[src/rtl/vdic_alu_responder.sv]
// Stack ALU responder: parity-checked data/command words fold the operand stack
// into a {status, result} response that is queued in a small output FIFO.
//
// state | meaning
// IDLE  | accepting data and command words
// EXEC  | folding one stacked operand per cycle into the accumulator
// WRITE | pushing the response, then emptying the stack and sticky flags
module vdic_alu_responder #(
    parameter int STACK_DEPTH = 8,
    parameter int FIFO_DEPTH  = 4
) (
    input  logic        clk,
    input  logic        rst,
    input  logic        in_valid,
    output logic        in_ready,
    input  logic        in_cmd,
    input  logic [7:0]  in_data,
    input  logic        in_parity,
    output logic        out_valid,
    input  logic        out_ready,
    output logic [7:0]  out_status,
    output logic [15:0] out_result
);
    localparam int SP_W = $clog2(STACK_DEPTH + 1);
    localparam int FC_W = $clog2(FIFO_DEPTH + 1);

    localparam logic [7:0] CMD_NOP = 8'h00;
    localparam logic [7:0] CMD_AND = 8'h01;
    localparam logic [7:0] CMD_OR  = 8'h02;
    localparam logic [7:0] CMD_XOR = 8'h03;
    localparam logic [7:0] CMD_ADD = 8'h10;
    localparam logic [7:0] CMD_SUB = 8'h20;

    localparam logic [7:0] S_MISSING_DATA         = 8'h01;
    localparam logic [7:0] S_COMMAND_PARITY_ERROR = 8'h40;
    localparam logic [7:0] S_INVALID_COMMAND      = 8'h80;

    typedef enum logic [1:0] {IDLE, EXEC, WRITE} state_t;

    state_t            state_q, state_d;
    logic              in_ready_q, in_ready_d;
    logic [7:0]        stack_q [STACK_DEPTH];
    logic [7:0]        stack_d [STACK_DEPTH];
    logic [SP_W-1:0]   sp_q, sp_d;
    logic [SP_W-1:0]   idx_q, idx_d;
    logic [7:0]        op_q, op_d;
    logic [15:0]       acc_q, acc_d;
    logic [7:0]        status_q, status_d;
    logic              dperr_q, dperr_d;
    logic              sovf_q, sovf_d;
    logic              fovf_q, fovf_d;
    logic [23:0]       fifo_q [FIFO_DEPTH];
    logic [23:0]       fifo_d [FIFO_DEPTH];
    logic [FC_W-1:0]   fcnt_q, fcnt_d;
    logic              out_valid_q, out_valid_d;

    logic              accept;
    logic              par_err;
    logic              cmd_known;
    logic [7:0]        operand;
    logic              fifo_wr;
    logic [23:0]       fifo_wdata;
    logic              pop;
    logic [FC_W-1:0]   cnt_mid;

    function automatic logic [15:0] fold(input logic [7:0] op, input logic [15:0] a,
                                         input logic [7:0] b);
        logic [15:0] bx;
        bx = {8'h00, b};
        case (op)
            CMD_AND: fold = a & bx;
            CMD_OR:  fold = a | bx;
            CMD_XOR: fold = a ^ bx;
            CMD_ADD: fold = a + bx;
            CMD_SUB: fold = a - bx;
            default: fold = a;
        endcase
    endfunction

    assign accept    = in_valid && in_ready_q;
    assign par_err   = ^{in_data, in_parity};
    assign cmd_known = in_data inside {CMD_NOP, CMD_AND, CMD_OR, CMD_XOR, CMD_ADD, CMD_SUB};

    always_comb begin
        operand = 8'h00;
        for (int i = 0; i < STACK_DEPTH; i++) begin
            if (idx_q == SP_W'(i)) operand = stack_q[i];
        end
    end

    always_comb begin
        state_d    = state_q;
        stack_d    = stack_q;
        sp_d       = sp_q;
        idx_d      = idx_q;
        op_d       = op_q;
        acc_d      = acc_q;
        status_d   = status_q;
        dperr_d    = dperr_q;
        sovf_d     = sovf_q;
        fifo_wr    = 1'b0;
        fifo_wdata = 24'h0;
        case (state_q)
            IDLE: begin
                if (accept && !in_cmd) begin
                    if (par_err) begin
                        dperr_d = 1'b1;
                    end else if (sp_q == SP_W'(STACK_DEPTH)) begin
                        sovf_d = 1'b1;
                    end else begin
                        for (int i = 0; i < STACK_DEPTH; i++) begin
                            if (sp_q == SP_W'(i)) stack_d[i] = in_data;
                        end
                        sp_d = sp_q + SP_W'(1);
                    end
                end else if (accept && in_cmd) begin
                    acc_d = 16'h0;
                    if (par_err) begin
                        status_d = S_COMMAND_PARITY_ERROR;
                        state_d  = WRITE;
                    end else if (!cmd_known) begin
                        status_d = S_INVALID_COMMAND;
                        state_d  = WRITE;
                    end else if (in_data == CMD_NOP) begin
                        acc_d = acc_q;
                    end else if (sp_q < SP_W'(2)) begin
                        status_d = S_MISSING_DATA;
                        state_d  = WRITE;
                    end else if (dperr_q || sovf_q) begin
                        status_d = {2'b00, dperr_q, 3'b000, sovf_q, 1'b0};
                        state_d  = WRITE;
                    end else begin
                        // operand 0 is loaded here; EXEC folds the remaining N-1
                        status_d = 8'h00;
                        op_d     = in_data;
                        acc_d    = {8'h00, stack_q[0]};
                        idx_d    = SP_W'(1);
                        state_d  = EXEC;
                    end
                end
            end
            EXEC: begin
                acc_d = fold(op_q, acc_q, operand);
                idx_d = idx_q + SP_W'(1);
                if (idx_q == sp_q - SP_W'(1)) state_d = WRITE;
            end
            WRITE: begin
                fifo_wr    = 1'b1;
                fifo_wdata = {status_q | {5'b00000, fovf_q, 2'b00}, acc_q};
                sp_d       = '0;
                dperr_d    = 1'b0;
                sovf_d     = 1'b0;
                state_d    = IDLE;
            end
            default: state_d = IDLE;
        endcase
        in_ready_d = (state_d == IDLE);
    end

    // Shift-register FIFO: slot 0 is the head, vacated slots are zeroed so the
    // registered head reads 0 whenever the FIFO is empty.
    always_comb begin
        fifo_d = fifo_q;
        fovf_d = fovf_q;
        pop    = out_valid_q && out_ready;
        cnt_mid = fcnt_q;
        if (pop) begin
            for (int i = 0; i < FIFO_DEPTH - 1; i++) fifo_d[i] = fifo_q[i + 1];
            fifo_d[FIFO_DEPTH - 1] = 24'h0;
            cnt_mid = fcnt_q - FC_W'(1);
        end
        fcnt_d = cnt_mid;
        if (fifo_wr) begin
            if (cnt_mid < FC_W'(FIFO_DEPTH)) begin
                for (int i = 0; i < FIFO_DEPTH; i++) begin
                    if (cnt_mid == FC_W'(i)) fifo_d[i] = fifo_wdata;
                end
                fcnt_d = cnt_mid + FC_W'(1);
                fovf_d = 1'b0;
            end else begin
                fovf_d = 1'b1;
            end
        end
        out_valid_d = (fcnt_d != '0);
    end

    always_ff @(posedge clk or posedge rst) begin
        if (rst) begin
            state_q     <= IDLE;
            in_ready_q  <= 1'b0;
            for (int i = 0; i < STACK_DEPTH; i++) stack_q[i] <= 8'h00;
            sp_q        <= '0;
            idx_q       <= '0;
            op_q        <= 8'h00;
            acc_q       <= 16'h0;
            status_q    <= 8'h00;
            dperr_q     <= 1'b0;
            sovf_q      <= 1'b0;
            fovf_q      <= 1'b0;
            for (int i = 0; i < FIFO_DEPTH; i++) fifo_q[i] <= 24'h0;
            fcnt_q      <= '0;
            out_valid_q <= 1'b0;
        end else begin
            state_q     <= state_d;
            in_ready_q  <= in_ready_d;
            stack_q     <= stack_d;
            sp_q        <= sp_d;
            idx_q       <= idx_d;
            op_q        <= op_d;
            acc_q       <= acc_d;
            status_q    <= status_d;
            dperr_q     <= dperr_d;
            sovf_q      <= sovf_d;
            fovf_q      <= fovf_d;
            fifo_q      <= fifo_d;
            fcnt_q      <= fcnt_d;
            out_valid_q <= out_valid_d;
        end
    end

    assign in_ready   = in_ready_q;
    assign out_valid  = out_valid_q;
    assign out_status = fifo_q[0][23:16];
    assign out_result = fifo_q[0][15:0];

endmodule

[config.mk]
export PLATFORM = sky130hd
export DESIGN_NAME = vdic_alu_responder
export DESIGN_NICKNAME = d
export VERILOG_FILES = /design/src/rtl/vdic_alu_responder.sv
export SDC_FILE = /design/constraint.sdc
export NUM_CORES = 1
export LEC_CHECK = 0
export BUFFER_PORTS_ARGS = -buffer_cell sky130_fd_sc_hd__clkbuf_2
export CELL_PAD_IN_SITES_DETAIL_PLACEMENT = 1
export CELL_PAD_IN_SITES_GLOBAL_PLACEMENT = 1
export CORE_ASPECT_RATIO = 1.5
export CORE_MARGIN = 2
export CORE_UTILIZATION = 50
export DETAILED_ROUTE_END_ITERATION = 7
export GPL_TIMING_DRIVEN = 0
export PLACE_DENSITY_LB_ADDON = 0.1
export SETUP_SLACK_MARGIN = 0.3
export SYNTH_ARGS = -nofsm -noshare
export SYNTH_HDL_FRONTEND = slang
export SYNTH_SLANG_ARGS = --single-unit
[constraint.sdc]
create_clock -name clk -period 21.1 [get_ports clk]
set_input_delay 4.22 -clock clk [delete_from_list [all_inputs] [get_ports clk]]
set_output_delay 4.22 -clock clk [all_outputs]
set_load 0.005 [all_outputs]
== Yosys cells after proc, flatten, opt, wreduce, memory -nomap -nowiden ==
Index checks and enable logic that the tools add are counted.

* Flip-flop bits (word level): 210
* Input port bits: 14
* Output and inout port bits: 26
* Word-level logic and storage cells: 183

* Add/sub/neg operators: 7
* Order comparisons: 2
* Eq/ne operators: 45
* Muxes and demuxes: 63
* Bitwise operators: 10
* Reductions and logical operators: 32

{| class="wikitable"
|+ Operators with widths
! operator !! number
|-
| $mux W96 || 3
|-
| $mux W24 || 5
|-
| $mux W8 || 13
|-
| $mux W16 || 5
|-
| $pmux W16 S5 || 1
|-
| $reduce_and A5 Y1 || 9
|-
| $mux W4 || 10
|-
| $eq A4 B3 Y1 const B || 8
|-
| $eq A8 B2 Y1 const B || 4
|-
| $pmux W16 S2 || 1
|-
| $ne A2 B2 Y1 const B || 11
|-
| $add A16 B8 Y16 || 1
|-
| $and A16 B8 Y16 || 1
|-
| $eq A4 B2 Y1 const B || 4
|-
| $eq A8 B1 Y1 const B || 2
|-
| $eq A8 B5 Y1 const B || 2
|-
| $eq A8 B6 Y1 const B || 2
|-
| $mux W2 || 8
|-
| $or A16 B8 Y16 || 1
|-
| $pmux W4 S2 || 2
|-
| $reduce_and A8 Y1 || 2
|-
| $sub A16 B8 Y16 || 1
|-
| $xor A16 B8 Y16 || 1
|-
| $mux W6 || 2
|-
| 35 further kinds || 60
|}

== Depth between registers and ports, before layout ==
* Depth in word-level cells: 12
* Depth in mapped cells: 20
* Mapped depth without buffers: 18

== Least setup slack after synthesis ==
No wires, ideal clock.

* Path type: input to register
* Start point: input port in_data[3]
* End point: register stack_q[0] (netlist name)
* Library setup time: 0.125 ns
* Arrival time: 6.068 ns
* Slack: 14.907 ns
* Stages on the path: 8
* Path buffers: 2
* Cell sequence: buf_4 xor2_1 xnor3_2 xor2_1 buf_6 nor2_8 nand4_2 mux2_2

* Cells in the longest elaborated chain, start to end: 3

{| class="wikitable"
|+ RTL lines
! element !! line !! RTL
|-
| from (decl) || 17 || <nowiki>input logic [7:0] in_data,</nowiki>
|-
| $reduce_xor A9 Y1 || 81 || <nowiki>assign par_err = ^{in_data, in_parity};</nowiki>
|-
| $not A1 Y1 (no source line) || -- ||
|-
| $reduce_and A5 Y1 (no source line) || -- ||
|-
| to (signal assigned) || 206 || <nowiki>stack_q <= stack_d;</nowiki>
|-
| to (decl) || 42 || <nowiki>logic [7:0] stack_q [STACK_DEPTH];</nowiki>
|}

Every way passes these cells.
A chain may end at the register's enable or synchronous reset.

== Worst setup path after layout ==
* Start point: input port in_data[6]
* End point: register acc_q[6]

* Cells in the longest elaborated chain, start to end: 7

{| class="wikitable"
|+ RTL lines
! element !! line !! RTL
|-
| $eq A8 B1 Y1 (tied with other cells) || 82 || <nowiki>assign cmd_known = in_data inside {CMD_NOP, CMD_AND, CMD_OR, CMD_XOR, CMD_ADD, CMD_SUB};</nowiki>
|-
| $reduce_bool A6 Y1 || 82 ||
|-
| $mux W16 || 121 || <nowiki>end else if (!cmd_known) begin</nowiki>
|-
| $mux W16 || 118 || <nowiki>if (par_err) begin</nowiki>
|-
| $mux W16 || 116 || <nowiki>end else if (accept && in_cmd) begin</nowiki>
|-
| $mux W16 || 105 || <nowiki>if (accept && !in_cmd) begin</nowiki>
|-
| $pmux W16 S2 || 103 || <nowiki>case (state_q)</nowiki>
|-
| to (signal assigned) || 195 || <nowiki>acc_q <= 16'h0;</nowiki>
|-
| to (signal assigned) || 210 || <nowiki>acc_q <= acc_d;</nowiki>
|-
| to (decl) || 47 || <nowiki>logic [15:0] acc_q, acc_d;</nowiki>
|}

Parallel ways exist; a longest one is shown, timed or not. The select of a mux whose other input is x is not followed.

==> reports/qor.txt <==
FILL cells: 2596
post-CTS setup buffers: 0
Routed wire per std cell: 20.6 microns
min Tclk post-route: 6.32 ns
Overflow after GRT: 0
drc violations: 0
port buffer count: 35
Routed WL: 32.3 mm
part of the cycle the worst path needs: 0.300
RSZ-0062 raised after global routing: no
GRT Total Usage: 0.278
synth cell count leaders: nand2_1 (229), dfrtp_1 (207), nor2_1 (99)
Synth Area in XOR/XNOR: 0.0241
PwrDens: 113 mW/mm^2
CTS tree: built
kind of critical path: in2reg
Synth cell types: 74
Synth area leader: dfrtp_1
Post-Syn Area per Cell: 9.33 sq um
Worst path max stage delay: 0.77 ns
Worst Setup End Kind: register
Worst-Skew Late Latency: 0.51 ns
Synth Flop Type: dfrtp_1
TritonCTS Buffers: 22
sequential fraction of the synthesis area: 0.456
initial drt markers: 436
hpwl dp: 24.3 mm
crit-path cells: clkbuf_1 > xnor2_1 > xnor3_2 > xor2_1 > buf_6 > nor4_2 > nand2_1 > a31oi_1
Hold WC Path Type: reg2reg
DR pass1 iterations: 6
Top-Level Pins: 40
ys async rst share: 1.00
synthesized flop and latch total: 207
Die Wd: 127 microns
Total Nets Final: 1340
Synthesized Nets: 1280
worst path required time: 21.53 ns
largest net degree at the start of global routing: 126
DR vias: 9189
final hold vios: 0
Clock Path Buffers: 3
Max Cap Viol: 0
post-synthesis simple-gate area fraction: 0.184
fmax: 158 MHz
n_diodes: 0
vias in the first global route: 10100
P_leak: 5.96 nW
clk sinks: 207
post-synthesis adder-cell area fraction: 0.0535
clock skew: 0.0123 ns
CTS resizes: 0
share of layout cells above drive strength 1: 0.151
register area: 0.00518 sq mm
top post-synthesis cells by area: dfrtp_1 (46%), nand2_1 (7.6%), mux2_2 (6.9%)
DP Area: 0.0119 sq mm
hold path startpoint: fifo_q[14]
max-slew violation count: 0
# setup viols final: 0
CTS Hold Buffers Added: 0
multi-input logic area: 0.00557 sq mm
global-route wire length before repair: 52.8 mm
top cell type's share of synthesized area: 0.456
Syn. warnings: 0
Antenna Nets Post-Route: 0
slowest CP cell: nor4_2
Initial Utilization: 0.510
design area: 0.0126 sq mm
CP Launch Type: primary input
Rows: 67
Post-synth EDFFs: 0
status: finished clean
placeable core area: 0.0223 sq mm
Area growth, synth to finish: 11.3%
root buffer cell: clkbuf_16
htree depth: 1
main combinational cell family by area after synthesis: simple AND/OR/NAND/NOR gates
initial antenna violation count: 0
Synth Instances: 1218
CTS clk-pin slew, worst paths: 0.07 ns
Worst setup startpoint: in_data[6]
die footprint: 0.0240 sq mm
peak supply drop: 82.7 uV
most common cell in the synthesized netlist: nand2_1
Worst R2R Start: idx_q[0]
CP arrival: 6.75 ns
Max FO, Critical Path: 10
GP Congestion: 0.931
vias per inst: 5.86
Slew @ Worst Pin: 1.35 ns
post-route setup TNS: 0 ns
Synth Area in Compound Gates: 0.153
post-synthesis cell area: 0.0114 sq mm
post-synthesis mux area share: 0.0747
Slew HR: 0.0890
height of the chip: 189 microns
## final timing paths
kind	to	slack, ns	cells after the start
setup / recovery	acc_q[6]	14.78	8
hold / removal	fifo_q[14]	0.50	2
setup reg to reg	acc_q[12]	14.83	19
hold reg to reg	fifo_q[14]	0.50	2
max in group asynchronous	fifo_q[58]	16.37	3
min in group asynchronous	in_ready	3.83	2
## power breakdown
part           leakage (nW)  total, mW  switching (mW)  internal, mW
Sequential             2.78      0.543          0.0627         0.481
Clock                 0.351      0.380           0.157         0.224
Combinational          2.83      0.506           0.286         0.220
Total                  5.96       1.43           0.505         0.924
## layer usage
metal,GRT usage,vias to the layer above,wire length [microns]
met1,0.291,4559,11800
met3,0.0258,72,803
li1,-,4389,-
met5,0,-,0
met4,0.118,0,1390
met2,0.552,169,18300
## through the flow
| step | utilization | std cells | setup WS [ns] | total power, mW | hold WS, ns |
|---|---|---|---|---|---|
| 4_1_cts | 0.567 | 1569 | 14.81 | 1.44 | 0.501 |
| 3_3_place_gp | 0.533 | 1529 | 8.86 | 1.03 | 0.479 |
| 6_report | 0.567 | 1569 | 14.78 | 1.43 | 0.500 |
| 2_1_floorplan | - | 1218 | 11.23 | 0.910 | 0.467 |
| 3_5_place_dp | 0.535 | 1530 | 14.34 | 1.05 | 0.486 |
| 5_1_grt | 0.567 | 1569 | 14.45 | 1.52 | 0.513 |
## cell usage in the layout, fill, tap and decap left out, drive strengths merged, types with 6 or more instances in the layout
| cell | n |
|---|---|
| a211oi | 7 |
| ha | 47 |
| clkbuf | 128 |
| o21ai | 52 |
| nor2b | 9 |
| nor3 | 14 |
| xor2 | 9 |
| nor4 | 7 |
| nand4 | 8 |
| nand2b | 8 |
| o22ai | 7 |
| o41ai | 7 |
| a221oi | 6 |
| and2 | 10 |
| mux2 | 70 |
| or3 | 6 |
| a22o | 12 |
| nand3b | 8 |
| a21oi | 33 |
| buf | 35 |
| a31oi | 77 |
| inv | 41 |
| mux2i | 6 |
| xnor2 | 17 |
| a21boi | 9 |
| a22oi | 6 |
| and3 | 7 |
| dfrtp | 207 |
| nor2 | 100 |
| nand2 | 233 |
| nand3 | 35 |
| o31ai | 7 |
## sequential cells by signal, summed over array words and instances, names as in the netlist, 2 cells and up
| name | cells |
|---|---|
| sp_q | 4 |
| status_q | 5 |
| state_q | 2 |
| out_status | 8 |
| fifo_q | 72 |
| idx_q | 4 |
| out_result | 16 |
| acc_q | 16 |
| fcnt_q | 3 |
| stack_q | 64 |
| op_q | 8 |
## cells by family after synthesis
kind of cell	count (synthesis)
compound gates	263
xor+xnor	28
fa+ha+maj	48
buf+inv	135
flops	207
mux	76
simple gates	461
## layout make-up
cell class	instances	area share
clock buffers	34	0.0543
repair buffers	36	0.0160
inverters	42	0.0131
plain buffers	93	0.0365
well taps	276	0.0273
flip-flops and latches	207	0.409
clock inverters	5	0.00267
multi-input cells	876	0.441
## worst max-delay path: cells and delay by family
family                 cells  cell delay [ns]
AO/OA/AOI/OAI              1             0.22
XOR/XNOR                   3             0.74
buffers and inverters      2             0.52
AND/OR/NAND/NOR            2             1.05
Power figures use the tool's default switching activity.
